==> src/rtl/counter_pkg.sv <==
// Shared types and widths for the counter_8 pulse generator.
package counter_pkg;

    localparam int unsigned CNT_W = 8;

    typedef logic [CNT_W-1:0] cnt_t;

    // IDLE covers the first edge after reset (period load); RUN is free counting.
    typedef enum logic {
        ST_IDLE = 1'b0,
        ST_RUN  = 1'b1
    } run_e;

endpackage

==> src/rtl/counter_8_dec_reload.sv <==
// Down-count arithmetic: decrement, or reload with load-1 at terminal count.
module dec_reload
    import counter_pkg::*;
#(
    parameter int unsigned WIDTH = CNT_W
) (
    input  logic [WIDTH-1:0] count,
    input  logic [WIDTH-1:0] load,
    output logic [WIDTH-1:0] next_count,
    output logic             tc
);

    // Terminal count at zero; load of 0 wraps to all-ones, giving a 2^WIDTH period.
    always_comb begin
        tc = (count == '0);
        if (tc) begin
            next_count = load - WIDTH'(1);
        end else begin
            next_count = count - WIDTH'(1);
        end
    end

endmodule

==> src/rtl/counter_8.sv <==
// Programmable down-counting pulse generator: one-cycle tick every load clocks.
module counter_8
    import counter_pkg::*;
#(
    parameter int unsigned WIDTH = CNT_W
) (
    input  logic             clk,
    input  logic             rst,
    output logic             pulse,
    input  logic [WIDTH-1:0] load
);

    logic [WIDTH-1:0] count;
    logic [WIDTH-1:0] count_d;
    logic [WIDTH-1:0] dec_next;
    logic             tc;
    logic             pulse_d;
    run_e             state;
    run_e             state_d;

    dec_reload #(
        .WIDTH(WIDTH)
    ) u_dec (
        .count      (count),
        .load       (load),
        .next_count (dec_next),
        .tc         (tc)
    );

    // Next state: first edge loads the period silently, then count down and tick at zero.
    always_comb begin
        state_d = state;
        count_d = count;
        pulse_d = 1'b0;
        case (state)
            ST_IDLE: begin
                count_d = load - WIDTH'(1);
                state_d = ST_RUN;
            end
            ST_RUN: begin
                count_d = dec_next;
                pulse_d = tc;
            end
            default: begin
                state_d = ST_IDLE;
            end
        endcase
    end

    // State register with asynchronous active-low reset; pulse is registered.
    always_ff @(posedge clk or negedge rst) begin
        if (!rst) begin
            state <= ST_IDLE;
            count <= '0;
            pulse <= 1'b0;
        end else begin
            state <= state_d;
            count <= count_d;
            pulse <= pulse_d;
        end
    end

    a_pulse_in_reset : assert property (@(posedge clk) !rst |-> !pulse)
        else $error("pulse high during reset");

    a_reload_value : assert property (@(posedge clk) disable iff (!rst)
        (state == ST_IDLE || tc) |=> (count == ($past(load) - WIDTH'(1))))
        else $error("count not reloaded with load-1");

endmodule

==> config.mk <==
export PLATFORM = sky130hd
export DESIGN_NAME = counter_8
export DESIGN_NICKNAME = d
export VERILOG_FILES = /design/src/rtl/counter_pkg.sv /design/src/rtl/counter_8_dec_reload.sv /design/src/rtl/counter_8.sv
export SDC_FILE = /design/constraint.sdc
export NUM_CORES = 1
export LEC_CHECK = 0
export ABC_AREA = 1
export BUFFER_PORTS_ARGS = -buffer_cell sky130_fd_sc_hd__buf_2
export CAP_MARGIN = 15
export CELL_PAD_IN_SITES_DETAIL_PLACEMENT = 0
export CELL_PAD_IN_SITES_GLOBAL_PLACEMENT = 1
export CORE_MARGIN = 4
export CORE_UTILIZATION = 37
export DETAILED_ROUTE_END_ITERATION = 7
export GPL_TIMING_DRIVEN = 0
export PLACE_DENSITY = 0.81
export SLEW_MARGIN = 0
export SYNTH_ARGS = -nofsm -noshare
export SYNTH_HDL_FRONTEND = slang
export SYNTH_SLANG_ARGS = --single-unit
==> constraint.sdc <==
create_clock -name clk -period 2.74 [get_ports clk]
set_clock_uncertainty 0.1 [all_clocks]
set_input_delay 0.548 -clock clk [delete_from_list [all_inputs] [get_ports clk]]
set_output_delay 0.548 -clock clk [all_outputs]
set_load 0.005 [all_outputs]
# ---- Word level (Yosys, flattened, before mapping)
# Index checks and enable logic that the tools add are counted.
dict set report classes {
  n_addsub 2
  bitwise 1
  reduce_logical 1
  n_mux 3
}
# operator n
set ops {}
lappend ops {{8-bit one-hot mux with 2 select lines} 1}
lappend ops {{8-bit by 1-bit subtractor with 8-bit output, second input constant} 2}
lappend ops {{8-bit logical NOT} 1}
lappend ops {{8-bit two-way mux} 1}
lappend ops {{1-bit two-way mux} 1}
lappend ops {{1-bit NOT} 1}
dict set report totals {
  register_bits 10
  inputBits 10
  output_inout_bits 1
  wordCells 10
}

# ---- Depth between registers and ports, before layout
dict set report logic_depth {
  depth_word 3
  ltp_mapped 9
  depth_no_buf 9
}

# ---- By module
# From an unflattened synthesis, not the netlist that was laid out.
dict set report unflattened {
  hier_cells 114
  area_unflattened_um2 804.5
}
# mod seq_area_each_um2 cells_each n_inst area_each_um2
set by_module_without_submodules {}
lappend by_module_without_submodules {counter_8 250.2 66 1 518.0}
lappend by_module_without_submodules {dec_reload 0.0 48 1 286.5}

# ---- Worst setup path after synthesis
# Ideal clock, no wire load.
dict set report synth_path {
  kind {input-to-reg}
  from {input load[0]}
  to {register count[6]}
  arrival_ns 1.250
  setup_ns 0.117
  setup_slack_ns 1.273
  stages 8
  t_required_ns 2.523
  n_path_buf 0
  path_cell_list {inv_1 ha_1 inv_1 nor2_1 nand3_1 xnor2_1 nand2_1 nand2_1}
}
dict set report synth_via {
  elab_chain_cells 3
}
# item line
set synth_lines {}
lappend synth_lines {{start, declared} counter_8.sv:10} ;# input logic [WIDTH-1:0] load
lappend synth_lines {{8-bit by 1-bit subtractor with 8-bit output *} {counter_8_dec_reload.sv:17, counter_8.sv:37}}
lappend synth_lines {{8-bit two-way mux} counter_8_dec_reload.sv:16} ;# if (tc) begin
lappend synth_lines {{8-bit one-hot mux with 2 select lines *} counter_8.sv:35} ;# case (state)
lappend synth_lines {{named net count_d[6]} counter_8.sv:14} ;# logic [WIDTH-1:0] count_d;
lappend synth_lines {{end signal, assigned} counter_8.sv:58} ;# count <= count_d;
lappend synth_lines {{end, declared} counter_8.sv:13} ;# logic [WIDTH-1:0] count;
# Mark *: on every way through the listed nets, which the timed path passes. The rest lies on a longest branch.

# ---- Worst setup path after layout
dict set report layout_path {
  from {register count[0]}
  to {register count[5]}
}
dict set report layout_via {
  elab_chain_cells 3
  word_cells_on_any_way 4
  classes_between {1 x add/sub; 2 x mux; 1 x reduce/logical}
}
# item line
set layout_lines {}
lappend layout_lines {{8-bit by 1-bit subtractor with 8-bit output / 8-bit logical NOT (equally long branches)} {counter_8_dec_reload.sv:19, counter_8_dec_reload.sv:15}}
lappend layout_lines {{8-bit two-way mux *} counter_8_dec_reload.sv:16}
lappend layout_lines {{8-bit one-hot mux with 2 select lines *} counter_8.sv:35}
lappend layout_lines {{named net count_d[5]} counter_8.sv:14}
# Marks and branches as above.

==> results summary <==
The proportion of power drawn by combinational gates is 26.9%. The flow ran to the end, and the final reports show no timing, DRC or antenna violations. The clock transition time at the flip-flop clock pins of the worst setup and hold paths is 0.06 ns.

In the routed layout, each cell is associated on average with a via count of 4.225. Buffers added to address setup during post-CTS repair amount to 0. The number of hold violations in the final report came to 0.

The number of distinct library cells after synthesis came out at 19. The depth of the CTS H-tree is 1. The max-capacitance violation count is 0.

The largest area contributor in the synthesized netlist is dfrtp_1. The count of vias placed by the detailed router is 583. The power density over the cells is 462.9 nW/µm².

TritonCTS built the clock tree. The longest clock path from root to sink contains 2 buffers. The number of buffers inserted during clock tree synthesis came out at 3. When the netlist entered floorplanning its net count stood at 113.

Once the floorplan was initialized, standard cells occupied 40.35% of the core. The region available for standard cell placement spans 1783 µm². The wire-length estimate of the detail-placed layout is 1.083 mm.

The worst vdd rail ir drop is 0.0002398 V. The area growth from synthesis to layout came out at 14.43%. The first global-routing pass estimated 2.339 mm of wire.

The top fanout value on the critical path is 10. Static timing analysis puts the maximum clock frequency at 660.5 MHz. The critical path arrival came out at 1.56 ns. For the worst setup path, the data required time is 2.78 ns. The synthesized design contains 10 register bits. The sequential share of the synthesized area came out at 34.78%. For this run, the number of Yosys warnings is 0. The global routing usage summed across all routing layers came out at 11.77%. In the finished design, the share of the clock period the worst path needs comes to 55.26%. The synthesized area per cell came out at 7.194 µm². The number of global-route vias before repair was 579. The overall die height came out at 52.10 µm. The type of the setup path with the least slack is reg -> reg. The share of synthesized area in the top cell type comes to 34.78%. The routability congestion estimate from global placement is 0.7964. The starting DRC count in detailed routing came out at 5.

The setup TNS after final layout came out at 0 ns. The final net count came out at 128. The final routed wirelength across all metal layers is 1.270 mm.

The total power came out at 381.1 µW. The clock sink count is 10. In this run the worst hold path is classified as in -> async.

The count of cells resized by post-cts repair came out at 0. The fraction of layout instances using a drive strength above 1 came out at 23.01%. Pin placement for this block handled 11 I/O pins. By area the synthesized netlist is led by dfrtp_1 (35%), nand2_1 (9.4%), inv_1 (8.9%).

The die is 52.10 µm wide. The post-route worst setup slack came out at 1.226 ns. The area of all sequential standard cells came out at 250.2 µm². The total die area is 2714 µm². The pin count of the biggest net entering global routing came out at 11. For the worst-skew pair, the clock arrives at the later sink with an insertion delay of 0.25 ns. The detailed-route wire length per cell is 9.203 µm. Setup violations remaining at the end of the flow were counted as 0.

The max-slew violation count came to 0. The initial antenna violation count came out at 0. The pre-CTS setup slack is 1.030 ns. Summed over all layers, the global routing overflow is 0. During placement, the flow inserted port buffers numbering 10. The minimum clock period is 1.514 ns. The analysis attributes to cell leakage a power of 0.4102 nW.

Setup repair after global routing left no endpoint under its margin. The hold buffer count at CTS came out at 0. The number of iterations in the first detailed-routing pass came out at 4. The area of combinational cells with multiple inputs came out at 397.9 µm². The power spent charging and discharging nets is 123.5 µW.

In the routed design, unresolved DRC markers number 0. The kind of end point of the critical path is a flop. The worst setup path is launched from a flop. The count of nets left with antenna violations after detail routing is 0. The diode insertion count for antenna repair is 0. The cell-internal power is 257.6 µW.

The switching portion of total power came out at 32.41%. The sequential share of power came out at 48.5%. The netlist area before placement came out at 719.4 µm². The filler cells instantiated in the layout total 195. In this run the clock root is driven by a clkbuf_4.

The synthesized netlist cell count is 100. The post-route worst hold slack came out at 0.03758 ns. In this run the core area contains 15 standard-cell rows. The clock network is responsible for 24.6% of the overall power.
-- kinds of logic (layout without fill, tap and decap cells) --
group	Yosys count	in the layout	synth area share (%)
AND/OR/NAND/NOR	51	51	34.26
buffers and inverters	19	32	9.913
flip-flops	10	10	34.78
AO/OA/AOI/OAI	8	8	5.564
XOR/XNOR	8	8	9.740
adder cells (fa/ha/maj)	3	3	5.218
other	1	1	0.5212
-- power groups by stage --
stage,combinational [mW],sequential (mW),clock (mW)
2_1_floorplan,0.0781,0.183,0
3_3_place_gp,0.102,0.187,0
3_5_place_dp,0.103,0.188,0
4_1_cts,0.104,0.185,0.0991
5_1_grt,0.120,0.187,0.108
6_report,0.102,0.185,0.0938
-- synthesized netlist by cell type (all sizes together) --
cell type,number
xnor2,3
inv,19
xor2,5
dfrtp,10
o21ai,8
nand4,1
ha,3
nand3,8
conb,1
and2,1
nor2,19
nand2,22
-- routing by layer --
metal,track usage [%],routed length [µm]
met1,14.64,620
met2,18.62,583
met3,1.719,46
met4,7.860,19
met5,0,0
-- registers in the layout (all words and copies together), names as in the netlist --
name,count
count,8
pulse,1
state,1
-- critical path, stage by stage (launching register included) --
cell     delay [ns]
dfrtp_1        0.38
inv_1          0.14
ha_1           0.20
nand2_1        0.07
nor2_2         0.11
nand2_2        0.07
nand2_4        0.12
nand3_2        0.07
and2_1         0.15
-- path summary, 6_finish.rpt --
check                          from        to  slack, ns  depth (start not counted)
min in group clk           count[0]  count[0]       0.38                          1
setup reg to reg           count[0]  count[5]       1.23                          8
hold / removal                  rst     state       0.04                          1
hold reg to reg            count[0]  count[0]       0.38                          1
max in group asynchronous       rst  count[7]       2.31                          1
setup / recovery           count[0]  count[5]       1.23                          8
-- per-stage QoR --
step	util (%)	cells	cell area (µm²)
after floorplan	-	100	719.4
after global placement	44.91	135	800.8
after detailed placement	44.91	135	800.8
after CTS	46.18	138	823.3
after global routing	46.18	138	823.3
final	46.18	138	823.3
-- cell usage in the layout, fill, tap and decap left out --
master,Yosys,routed
nand2_2,3,3
nor2_2,5,5
nand2_4,1,1
nand2_1,18,18
ha_1,3,3
nor2_1,13,13
conb_1,1,1
inv_1,17,17
nand3_1,7,7
o21ai_1,3,3
nand3_2,1,1
o21ai_0,5,5
dfrtp_1,10,10
xor2_1,5,5
buf_2,0,10
and2_1,1,1
xnor2_1,3,3
inv_2,2,2
nand4_1,1,1
clkbuf_4,0,3
nor2_4,1,1
-- cell type report --
type	instances	area share (%)
multi-input cells	71	48.33
flip-flops and latches	10	30.40
inverters	19	8.663
repair buffers	10	6.079
well taps	25	3.799
clock buffers	3	2.736
(Power assumes the default switching activity.)
